==> config.mk <==
export PLATFORM = sky130hd
export DESIGN_NAME = wormhole_out_alloc
export DESIGN_NICKNAME = d
export VERILOG_FILES = /design/src/rtl/noc_alloc_pkg.sv /design/src/rtl/rr_ptr_pick.sv /design/src/rtl/wormhole_out_alloc.sv
export SDC_FILE = /design/constraint.sdc
export NUM_CORES = 1
export LEC_CHECK = 0
export ABC_AREA = 1
export CAP_MARGIN = 20
export CORE_MARGIN = 3
export CORE_UTILIZATION = 41
export DETAILED_ROUTE_END_ITERATION = 12
export PLACE_DENSITY = 0.79
export SYNTH_ARGS = -nofsm -noshare
export SYNTH_HDL_FRONTEND = slang
export SYNTH_SLANG_ARGS = --single-unit
export TNS_END_PERCENT = 30
==> constraint.sdc <==
create_clock -name clk -period 1.5 [get_ports clk]
set_input_delay 0.225 -clock clk [delete_from_list [all_inputs] [get_ports clk]]
set_output_delay 0.225 -clock clk [all_outputs]
set_load 0.005 [all_outputs]
==> src/rtl/noc_alloc_pkg.sv <==
// noc_alloc_pkg: shared FSM state type and one-hot decode helper for the wormhole allocator.
package noc_alloc_pkg;

    typedef enum logic {ALLOC_IDLE, ALLOC_LOCKED} alloc_state_t;

    function automatic int unsigned onehot_to_idx(input logic [31:0] oh);
        int unsigned r;
        r = 0;
        for (int i = 0; i < 32; i++)
            if (oh[i]) r = i;
        return r;
    endfunction

endpackage

==> src/rtl/rr_ptr_pick.sv <==
// rr_ptr_pick: combinational round-robin pick, first set request at or after ptr, wrapping.
module rr_ptr_pick
    import noc_alloc_pkg::*;
#(
    parameter int N  = 4,
    parameter int IW = $clog2(N)
) (
    input  logic [N-1:0]  req,
    input  logic [IW-1:0] ptr,
    output logic [N-1:0]  gnt,
    output logic [IW-1:0] idx,
    output logic          any
);

    logic [N-1:0] hi_mask;
    logic [N-1:0] masked;
    logic [N-1:0] src;

    // Requests at or above ptr take precedence; otherwise wrap to the lowest request.
    always_comb begin
        hi_mask = ~((N'(1) << ptr) - N'(1));
        masked  = req & hi_mask;
        src     = |masked ? masked : req;
        gnt     = src & (~src + N'(1));
        idx     = IW'(onehot_to_idx(32'(gnt)));
        any     = |req;
    end

endmodule

==> src/rtl/wormhole_out_alloc.sv <==
// wormhole_out_alloc: round-robin wormhole output-port allocator for a NoC router.
// Optional stall watchdog enabled by defining ALLOC_WDOG_EN.
module wormhole_out_alloc
    import noc_alloc_pkg::*;
#(
    parameter int N_OF_INPUTS = 4,
    parameter int WDOG_CYCLES = 256
) (
    input  logic                           clk,
    input  logic                           arst_n,
    input  logic [N_OF_INPUTS-1:0]         req_valid_i,
    input  logic [N_OF_INPUTS-1:0]         req_head_i,
    input  logic [N_OF_INPUTS-1:0]         req_tail_i,
    output logic [N_OF_INPUTS-1:0]         req_ready_o,
    output logic                           out_valid_o,
    input  logic                           out_ready_i,
    output logic [N_OF_INPUTS-1:0]         grant_o,
    output logic [$clog2(N_OF_INPUTS)-1:0] sel_o,
    output logic                           locked_o,
    output logic                           wdog_err_o
);

    localparam int N  = N_OF_INPUTS;
    localparam int IW = $clog2(N_OF_INPUTS);

    alloc_state_t  state, state_d;
    logic [N-1:0]  grant_q, grant_d;
    logic [IW-1:0] sel_q, sel_d;
    logic [IW-1:0] ptr_q, ptr_d;
    logic [N-1:0]  pick_gnt;
    logic [IW-1:0] pick_idx;
    logic          pick_any;
    logic          locked;
    logic          hs;
    logic          wdog_fire;

    rr_ptr_pick #(.N(N), .IW(IW)) u_pick (
        .req (req_valid_i & req_head_i),
        .ptr (ptr_q),
        .gnt (pick_gnt),
        .idx (pick_idx),
        .any (pick_any)
    );

    always_comb begin
        locked      = state == ALLOC_LOCKED;
        out_valid_o = locked & req_valid_i[sel_q];
        req_ready_o = locked ? grant_q & {N{out_ready_i}} : '0;
        hs          = out_valid_o & out_ready_i;
        grant_o     = grant_q;
        sel_o       = sel_q;
        locked_o    = locked;
        wdog_err_o  = wdog_fire;
    end

    always_comb begin
        state_d = state;
        grant_d = grant_q;
        sel_d   = sel_q;
        ptr_d   = ptr_q;
        if (!locked) begin
            if (pick_any) begin
                state_d = ALLOC_LOCKED;
                grant_d = pick_gnt;
                sel_d   = pick_idx;
            end
        end else if ((hs && req_tail_i[sel_q]) || wdog_fire) begin
            state_d = ALLOC_IDLE;
            grant_d = '0;
            sel_d   = '0;
            ptr_d   = (sel_q == IW'(N - 1)) ? '0 : sel_q + IW'(1);
        end
    end

    always_ff @(posedge clk or negedge arst_n) begin
        if (!arst_n) begin
            state   <= ALLOC_IDLE;
            grant_q <= '0;
            sel_q   <= '0;
            ptr_q   <= '0;
        end else begin
            state   <= state_d;
            grant_q <= grant_d;
            sel_q   <= sel_d;
            ptr_q   <= ptr_d;
        end
    end

`ifdef ALLOC_WDOG_EN
    localparam int CW = $clog2(WDOG_CYCLES + 1);
    logic [CW-1:0] wcnt;

    assign wdog_fire = locked & ~hs & (wcnt == CW'(WDOG_CYCLES - 1));

    // Held at zero while idle, so a fresh lock always starts counting from zero.
    always_ff @(posedge clk or negedge arst_n) begin
        if (!arst_n)
            wcnt <= '0;
        else if (!locked || hs || wdog_fire)
            wcnt <= '0;
        else
            wcnt <= wcnt + CW'(1);
    end
`else
    assign wdog_fire = 1'b0;
`endif

endmodule

# After elaboration in Yosys (flattened, before gate mapping)
# Index checks and enable logic that the tools add are counted.
[word_totals]
ff_bits = 9
in_bits = 15
output_inout_bits = 13
elab_cells = 44
[op_classes]
order_cmp = 1
n_addsub = 3
shift = 1
n_mux = 19
n_eq_ne = 2
bitwise_logic = 8
n_reduce_logical = 6
[ops]
columns = ["operator", "n"]
rows = [
  ["4-bit two-way mux", 5],
  ["4-bit bitwise AND", 4],
  ["2-bit two-way mux", 6],
  ["4-bit inverter", 2],
  ["4-bit OR reduction", 2],
  ["1-bit two-way mux", 6],
  ["4-bit by 1-bit adder with 4-bit output (second input constant)", 1],
  ["1-bit binary-select mux with 2-bit select", 2],
  ["2-bit AND reduction", 2],
  ["1-bit by 2-bit << shifter with 4-bit output (first input constant)", 1],
  ["4-bit by 2-bit subtractor with 4-bit output (second input constant)", 1],
  ["2-bit by 3-bit less-than comparator with 1-bit output (second input constant)", 1],
  ["2-bit by 1-bit adder with 2-bit output (second input constant)", 1],
  ["1-bit bitwise AND", 2],
  ["2-bit equality test (second input constant)", 1],
  ["2-bit by 1-bit != test with 1-bit output (second input constant)", 1],
  ["2-bit nonzero test", 1],
  ["1-bit logical AND", 1],
]

# Depth between registers and ports, before layout
# Gate-level depths: netlist (run 1).
[logic_depth]
word_depth = 14
ltp_mapped = 9
ltp_nobuf = 9

# By module
# From an unflattened synthesis (run 1), not the netlist that was laid out.
[hier_totals]
cells_unflattened = 112
area_unflattened_um2 = 711.9
[modules_own_cells]
columns = ["mod", "seq_area_each_um2", "instances", "area_per_inst_um2", "cells_per_inst"]
rows = [
  ["wormhole_out_alloc", 225.2, 1, 583.1, 86],
  ["rr_ptr_pick", 0.0, 1, 128.9, 26],
]

# Worst setup path after synthesis (run 1)
# Ideal clock, no wire load.
[synth_timing]
kind = "reg-to-reg"
startpoint = "register sel_q[0], in the netlist sel_o[0]"
endpoint = "register sel_q[0], in the netlist sel_o[0]"
n_path_buf = 0
required_time_ns = 1.375
setup_time_ns = 0.125
path_slack_ns = 0.245
period_less_slack_ns = 1.255
t_arrival_ns = 1.130
stages_incl_launch_ff = 10
cell_sequence = "dfrtp_1 nor2_1 nor2_1 o21ai_1 nand2_2 nand3_4 nand2_4 inv_2 nand2_1 nand3_1"
[synth_between]
elab_chain_cells = 7
elab_cells_between_ends = 9
classes_between = "1 x eq/ne; 4 x mux; 2 x bitwise; 2 x reduce/logical"
[synth_rtl]
columns = ["item", "line", "source"]
rows = [
  ["start: declaration", "wormhole_out_alloc.sv:28", "logic [IW-1:0] sel_q, sel_d;"],
  ["start signal: assignment", "wormhole_out_alloc.sv:84", "sel_q <= sel_d;"],
  ["1-bit binary-select mux with 2-bit select", "wormhole_out_alloc.sv:47", "out_valid_o = locked & req_valid_i[sel_q];"],
  ["1-bit two-way mux (not written as such)", "wormhole_out_alloc.sv:47", ""],
  ["1-bit bitwise AND", "wormhole_out_alloc.sv:47", ""],
  ["1-bit bitwise AND", "wormhole_out_alloc.sv:49", "hs = out_valid_o & out_ready_i;"],
  ["1-bit logical AND *", "wormhole_out_alloc.sv:67", "end else if ((hs && req_tail_i[sel_q]) || wdog_fire) begin"],
  ["2-bit by 1-bit != test with 1-bit output (no line) *", "-", ""],
  ["2-bit AND reduction (no line) *", "-", ""],
]
# Every way passes the cells marked *; elsewhere a longest branch is shown, timed or not. The select of a mux whose other input is x is not followed.
# A chain may end at the register's enable or synchronous reset.

# Worst setup path in the final report (run 1)
[layout_timing]
startpoint = "input port req_valid_i[0]"
endpoint = "output port out_valid_o"
[layout_between]
elab_chain_cells = 3
[layout_rtl]
columns = ["item", "line", "source"]
rows = [
  ["start: declaration", "wormhole_out_alloc.sv:11", "input logic [N_OF_INPUTS-1:0] req_valid_i,"],
  ["1-bit binary-select mux with 2-bit select", "wormhole_out_alloc.sv:47", ""],
  ["1-bit two-way mux (not written as such)", "wormhole_out_alloc.sv:47", ""],
  ["1-bit bitwise AND", "wormhole_out_alloc.sv:47", ""],
  ["end: declaration", "wormhole_out_alloc.sv:15", "output logic out_valid_o,"],
]
# No other way between the ends. The select of a mux whose other input is x is not followed.

==> impl_metrics.py, run 1 <==
metrics = {
    "status": {
        "run_status": "complete, no violations",
    },
    "finish": {
        "final-instance-count-excl-fill": 155,
        "final_common_cell": "sky130_fd_sc_hd__clkdlybuf4s50_1",
        "antenna_cells": 0,
        "finalInstanceArea_um2": 1090,
        "drive_above_1_share": 0.271,
        "fin_util": 0.776,
        "design.final.nets": 157,
        "n_fill_cell": 122,
        "area_growth_pct": 65.3,
        "layout_common_cells": "18 x sky130_fd_sc_hd__clkdlybuf4s50_1, 17 x sky130_fd_sc_hd__nand2_1, 15 x sky130_fd_sc_hd__inv_1",
    },
    "sta": {
        "grt_setup_unrepaired": "yes",
        "finalCritPeriodShare": 0.944,
        "finalSetupViolations": 0,
        "timing.fmax_mhz": 706,
        "post-route-min-period_ns": 1.42,
        "setup_skew_ns": 0.00450,
        "tns_ns": 0,
        "timing.final.max_slew_violations": 0,
        "timing_hold_violations_final": 0,
    },
    "placement": {
        "port-buffer-count": 26,
        "placement.cell_area_um2": 1030,
        "place_inst": 150,
        "dp.final_hpwl_um": 1590,
        "place_congestion": 0.875,
    },
    "die": {
        "design.die.area_um2": 2120,
        "initial_core_util": 0.470,
        "io_pins": 28,
        "core_area_um2": 1400,
        "die_y_um": 46.0,
        "chipWidth_um": 46.0,
        "placementRows": 13,
    },
    "power": {
        "ir_drop_v": 0.000713,
        "power_leakage_nw": 0.586,
        "powerDensity_nw_per_um2": 1340,
        "power.total_w": 0.00145,
    },
    "global_routing": {
        "antenna_violations_before_repair": 0,
        "global_route.overflow_total": 0,
        "grt_util_all_layers": 0.201,
        "grt_first_pass_wirelength_um": 3020,
        "grt_max_degree": 10,
        "via_count_of_the_first_global_routing_pass": 729,
    },
    "worst_setup_path": {
        "crit_path_cell_trace": "clkdlybuf4s50_1 > nor2_1 > nor2_1 > o21ai_1 > a21oi_1 > buf_2",
        "timing.critical_path.buf_inv": 2,
        "cpMostUsedCell": "sky130_fd_sc_hd__nor2_1",
        "crit_arrival_ns": 1.19,
        "path_class": "input pin to output pin",
        "worst_path_largest_cell_delay_ns": 0.48,
        "cpLargestDelayFamily": "buffers and inverters",
        "worst-path-max-fanout": 2,
        "cp-start-kind": "input pin",
        "regToRegSetupSlack_ns": 0.08,
        "crit_slowest_cell": "sky130_fd_sc_hd__clkdlybuf4s50_1",
        "cp_data_required_time_ns": 1.27,
        "end_kind": "output pin",
    },
    "min_path": {
        "hp-class": "input pin to async pin",
    },
    "clock_tree": {
        "max-clock-path-buffers": 2,
        "cts_root_buffer": "sky130_fd_sc_hd__clkbuf_4",
        "insertion_delay_ns": 0.26,
        "cts_inserted_buffers": 3,
        "tritoncts": "yes",
        "htreeDepth": 1,
        "cts_clock_pin_slew_for_the_worst_setup_and_hold_paths_ns": 0.06,
        "tritoncts_num_sinks": 9,
        "cts_hold_buf": 0,
    },
    "yosys": {
        "mappedNetlistArea_um2": 657,
        "postSynthCellCount": 96,
        "avgSynthCellArea_um2": 6.84,
        "post_synth_num_cell_types": 21,
        "synth.net_count": 112,
        "ys_ff_latch": 9,
        "ys.warnings.count": 0,
        "synth_sequential_area_ratio": 0.343,
    },
    "detailed_routing": {
        "route.detailed.wl_per_inst_um": 12.4,
        "drtIter0Drc": 18,
        "detailroute.via_count": 754,
        "wl_um": 1920,
        "vias_per_cell": 4.86,
        "ant_nets": 0,
        "detail_route.first_pass.iterations": 4,
        "drc": 0,
    },
    "run": {
        "count_of_maximum_capacitance_violations": 0,
    },
}
==> synthesized netlist by cell type <==
cell / n / area [µm²]
sky130_fd_sc_hd__nand2_4: 1 / 11.3
sky130_fd_sc_hd__o21ai_0: 1 / 5.00
sky130_fd_sc_hd__a21oi_1: 3 / 15.0
sky130_fd_sc_hd__o21ai_4: 1 / 16.3
sky130_fd_sc_hd__inv_2: 3 / 11.3
sky130_fd_sc_hd__nand3_4: 2 / 35.0
sky130_fd_sc_hd__nand2_2: 2 / 12.5
sky130_fd_sc_hd__nand2_1: 18 / 67.6
sky130_fd_sc_hd__o21ai_2: 1 / 8.76
sky130_fd_sc_hd__o22ai_1: 1 / 6.26
sky130_fd_sc_hd__nor2_2: 1 / 6.26
sky130_fd_sc_hd__nand4_1: 1 / 6.26
sky130_fd_sc_hd__ha_1: 1 / 12.5
sky130_fd_sc_hd__nand3_1: 9 / 45.0
sky130_fd_sc_hd__nor2_1: 17 / 63.8
sky130_fd_sc_hd__dfrtp_1: 9 / 225
sky130_fd_sc_hd__conb_1: 1 / 3.75
sky130_fd_sc_hd__o31ai_1: 1 / 7.51
sky130_fd_sc_hd__inv_1: 16 / 60.1
sky130_fd_sc_hd__buf_4: 1 / 7.51
sky130_fd_sc_hd__o21ai_1: 6 / 30.0
==> kinds of logic after synthesis <==
kind of cell / share of synthesized area
flip-flops: 0.343
AND/OR/NAND/NOR: 0.377
adder cells (fa/ha/maj): 0.0190
AO/OA/AOI/OAI: 0.135
buffers and inverters: 0.120
other: 0.00571
==> final cells by class <==
class / instances / area [µm²] / area share
Sequential cell: 9 / 226 / 0.209
Clock buffer: 4 / 26.3 / 0.0242
Timing Repair Buffer: 41 / 374 / 0.344
Tap cell: 15 / 18.8 / 0.0173
Multi-Input combinational cell: 67 / 369 / 0.340
Inverter: 19 / 71.3 / 0.0657
==> worst paths after layout <==
kind,start,cells past startpoint,to
max reg2reg,sel_o[0],9,sel_o[1]
min reg2reg,ptr_q[0],2,ptr_q[0]
max,req_valid_i[0],6,out_valid_o
min in group clk,ptr_q[0],2,ptr_q[0]
min,arst_n,1,ptr_q[0]
max in group asynchronous,arst_n,1,sel_o[0]
==> state kept, by name (all words and copies together) (netlist names) <==
name	count
ptr_q	2
sel_o	2
grant_o	4
locked_o	1
==> layer usage <==
| layer | share of wire | global-route usage |
|---|---|---|
| met5 | 0 | 0 |
| met4 | 0 | 0 |
| met3 | 0.074 | 0.0949 |
| met2 | 0.50 | 0.349 |
| met1 | 0.42 | 0.238 |
==> power breakdown <==
part / switching (W) / total, W / internal, W
clock: 0.0000807 / 0.000183 / 0.000102
sequential: 0.0000838 / 0.000413 / 0.000329
combinational: 0.000430 / 0.000856 / 0.000426
==> timing repair <==
action / 4_1_cts / 5_1_grt
cloned: 0 / 0
pin swaps: 3 / 1
endpoints found under the setup margin: 8 / 6
resized for setup: 14 / 8
buffers inserted: 0 / 1
==> stage by stage <==
| stage | hold slack [ns] | worst slack, ns |
|---|---|---|
| finish | 0.258 | 0.0835 |
| global route | 0.273 | -0.00159 |
| CTS | 0.253 | -0.0191 |
| detailed placement | 0.518 | -0.315 |
| global placement | 0.509 | -0.274 |
| floorplan | -0.0706 | 0.245 |
(Power assumes the default switching activity.)
==> run 2: changes to the inputs <==
- CORE_UTILIZATION: 41 -> 37
- PLACE_DENSITY: 0.79 -> 0.75
- clock period: 1.5 -> 1.2 ns (I/O delays scaled with it)
==> impl_metrics.py, run 2 (synthesis results as in run 1) <==
metrics = {
    "sta": {
        "setup_skew_ns": 0.00282,
        "tns_ns": -2.64,
        "finalCritPeriodShare": 1.19,
        "finalWorstSetupSlack_ns": -0.225,
        "post-route-min-period_ns": 1.43,
        "finalSetupViolations": 16,
        "timing_hold_violations_final": 0,
        "timing.final.max_slew_violations": 0,
        "grt_setup_unrepaired": "yes",
        "timing.fmax_mhz": 702,
    },
    "power": {
        "power.switching_fraction": 0.411,
        "powerDensity_nw_per_um2": 1730,
        "power_leakage_nw": 0.677,
        "internal_power_w": 0.00127,
        "share_clk_of_total_power": 0.112,
        "switching_power_w": 0.000884,
        "p_comb_frac": 0.655,
        "power_frac_seq": 0.233,
        "ir_drop_v": 0.00139,
        "power.total_w": 0.00215,
    },
    "global_routing": {
        "global_route.overflow_total": 0,
        "grt_first_pass_wirelength_um": 3360,
        "grt_util_all_layers": 0.213,
        "antenna_violations_before_repair": 0,
        "via_count_of_the_first_global_routing_pass": 774,
        "grt_max_degree": 10,
    },
    "die": {
        "io_pins": 28,
        "chipWidth_um": 48.1,
        "design.die.area_um2": 2320,
        "initial_core_util": 0.412,
        "die_y_um": 48.1,
        "core_area_um2": 1590,
        "placementRows": 14,
    },
    "worst_setup_path": {
        "path_class": "input pin to register",
        "ff2ff_path_depth": 10,
        "crit_arrival_ns": 1.57,
        "worst-path-max-fanout": 6,
        "regToRegSetupSlack_ns": -0.20,
        "cp_data_required_time_ns": 1.35,
        "end_kind": "register",
        "cp-start-kind": "input pin",
    },
    "detailed_routing": {
        "drc": 0,
        "detailroute.via_count": 819,
        "route.detailed.wl_per_inst_um": 12.7,
        "detail_route.first_pass.iterations": 4,
        "ant_nets": 0,
        "wl_um": 2280,
        "drtIter0Drc": 19,
        "vias_per_cell": 4.58,
    },
    "finish": {
        "n_fill_cell": 102,
        "finalInstanceArea_um2": 1240,
        "drive_above_1_share": 0.471,
        "multi_input_comb_area_um2": 420,
        "final_common_cell": "sky130_fd_sc_hd__buf_4",
        "largest_register_ff_count": 4,
        "area_growth_pct": 89.5,
        "fin_util": 0.781,
        "design.final.nets": 172,
        "final-seq-area_um2": 226,
        "antenna_cells": 0,
        "layout_common_cells": "24 x sky130_fd_sc_hd__buf_4, 14 x sky130_fd_sc_hd__inv_1, 14 x sky130_fd_sc_hd__nand2_1",
    },
    "clock_tree": {
        "cts_hold_buf": 0,
        "tritoncts_num_sinks": 9,
        "cts_inserted_buffers": 3,
        "cts_clock_pin_slew_for_the_worst_setup_and_hold_paths_ns": 0.07,
        "tritoncts": "yes",
        "insertion_delay_ns": 0.26,
        "cts_root_buffer": "sky130_fd_sc_hd__clkbuf_4",
        "htreeDepth": 1,
        "max-clock-path-buffers": 2,
    },
    "placement": {
        "placement.cell_area_um2": 1080,
        "dp.final_hpwl_um": 1680,
        "place_congestion": 0.754,
        "port-buffer-count": 26,
    },
    "min_path": {
        "hp-class": "input pin to async pin",
    },
    "status": {
        "violations": "setup timing",
        "run_status": "complete, but fails checks",
    },
    "run": {
        "count_of_maximum_capacitance_violations": 0,
    },
}
run 2: worst max-delay path, stage by stage:
cell	delay, ns
sky130_fd_sc_hd__clkdlybuf4s50_1	0.50
sky130_fd_sc_hd__nand2_2	0.07
sky130_fd_sc_hd__buf_4	0.14
sky130_fd_sc_hd__buf_4	0.13
sky130_fd_sc_hd__buf_4	0.12
sky130_fd_sc_hd__inv_2	0.05
sky130_fd_sc_hd__nand3_4	0.09
sky130_fd_sc_hd__nand2_4	0.12
sky130_fd_sc_hd__inv_2	0.05
sky130_fd_sc_hd__nand2_2	0.05
sky130_fd_sc_hd__nand3_2	0.07
run 2: worst paths after layout:
kind / to / start
setup / recovery: sel_o[0] / out_ready_i
hold / removal: ptr_q[0] / arst_n
setup reg to reg: sel_o[0] / locked_o
hold reg to reg: ptr_q[0] / ptr_q[0]
max in group asynchronous: sel_o[0] / arst_n
min in group clk: locked_o / req_valid_i[2]
run 2: power groups by stage:
stage | Sequential, W | Clock (W) | Combinational, W
6_report | 0.000502 | 0.000240 | 0.00141
5_1_grt | 0.000516 | 0.000252 | 0.00153
4_1_cts | 0.000495 | 0.000249 | 0.00131
3_5_place_dp | 0.000502 | 0 | 0.00113
3_3_place_gp | 0.000498 | 0 | 0.00109
2_1_floorplan | 0.000514 | 0 | 0.000514
run 2: stage by stage:
stage               setup slack (ns)  cells  hold WS (ns)
CTS                           -0.233    178         0.212
floorplan                   -0.00890     96        -0.116
finish                        -0.225    179         0.215
global route                  -0.272    179         0.224
detailed placement            -0.522    163         0.502
global placement              -0.477    163         0.491
run 2: final cells by class:
type / instances / area share
clock inverter: 1 / 0.00402
tap: 24 / 0.0241
multi-input combinational: 67 / 0.338
timing repair buffer: 56 / 0.377
inverter: 19 / 0.0573
sequential: 9 / 0.182
clock buffer: 3 / 0.0181
run 2: timing repair:
item                       4_1_cts  5_1_grt
gates resized for setup         45       17
setup endpoints to repair       21       16
buffers inserted                11        1
pin swaps                       11        7
run 2: routing by layer:
layer	GRT usage	vias up	share of wire
met5	0	-	0
met4	0.0968	0	0.013
met3	0	4	0.015
met2	0.380	12	0.53
met1	0.269	383	0.44
li1	-	420	-
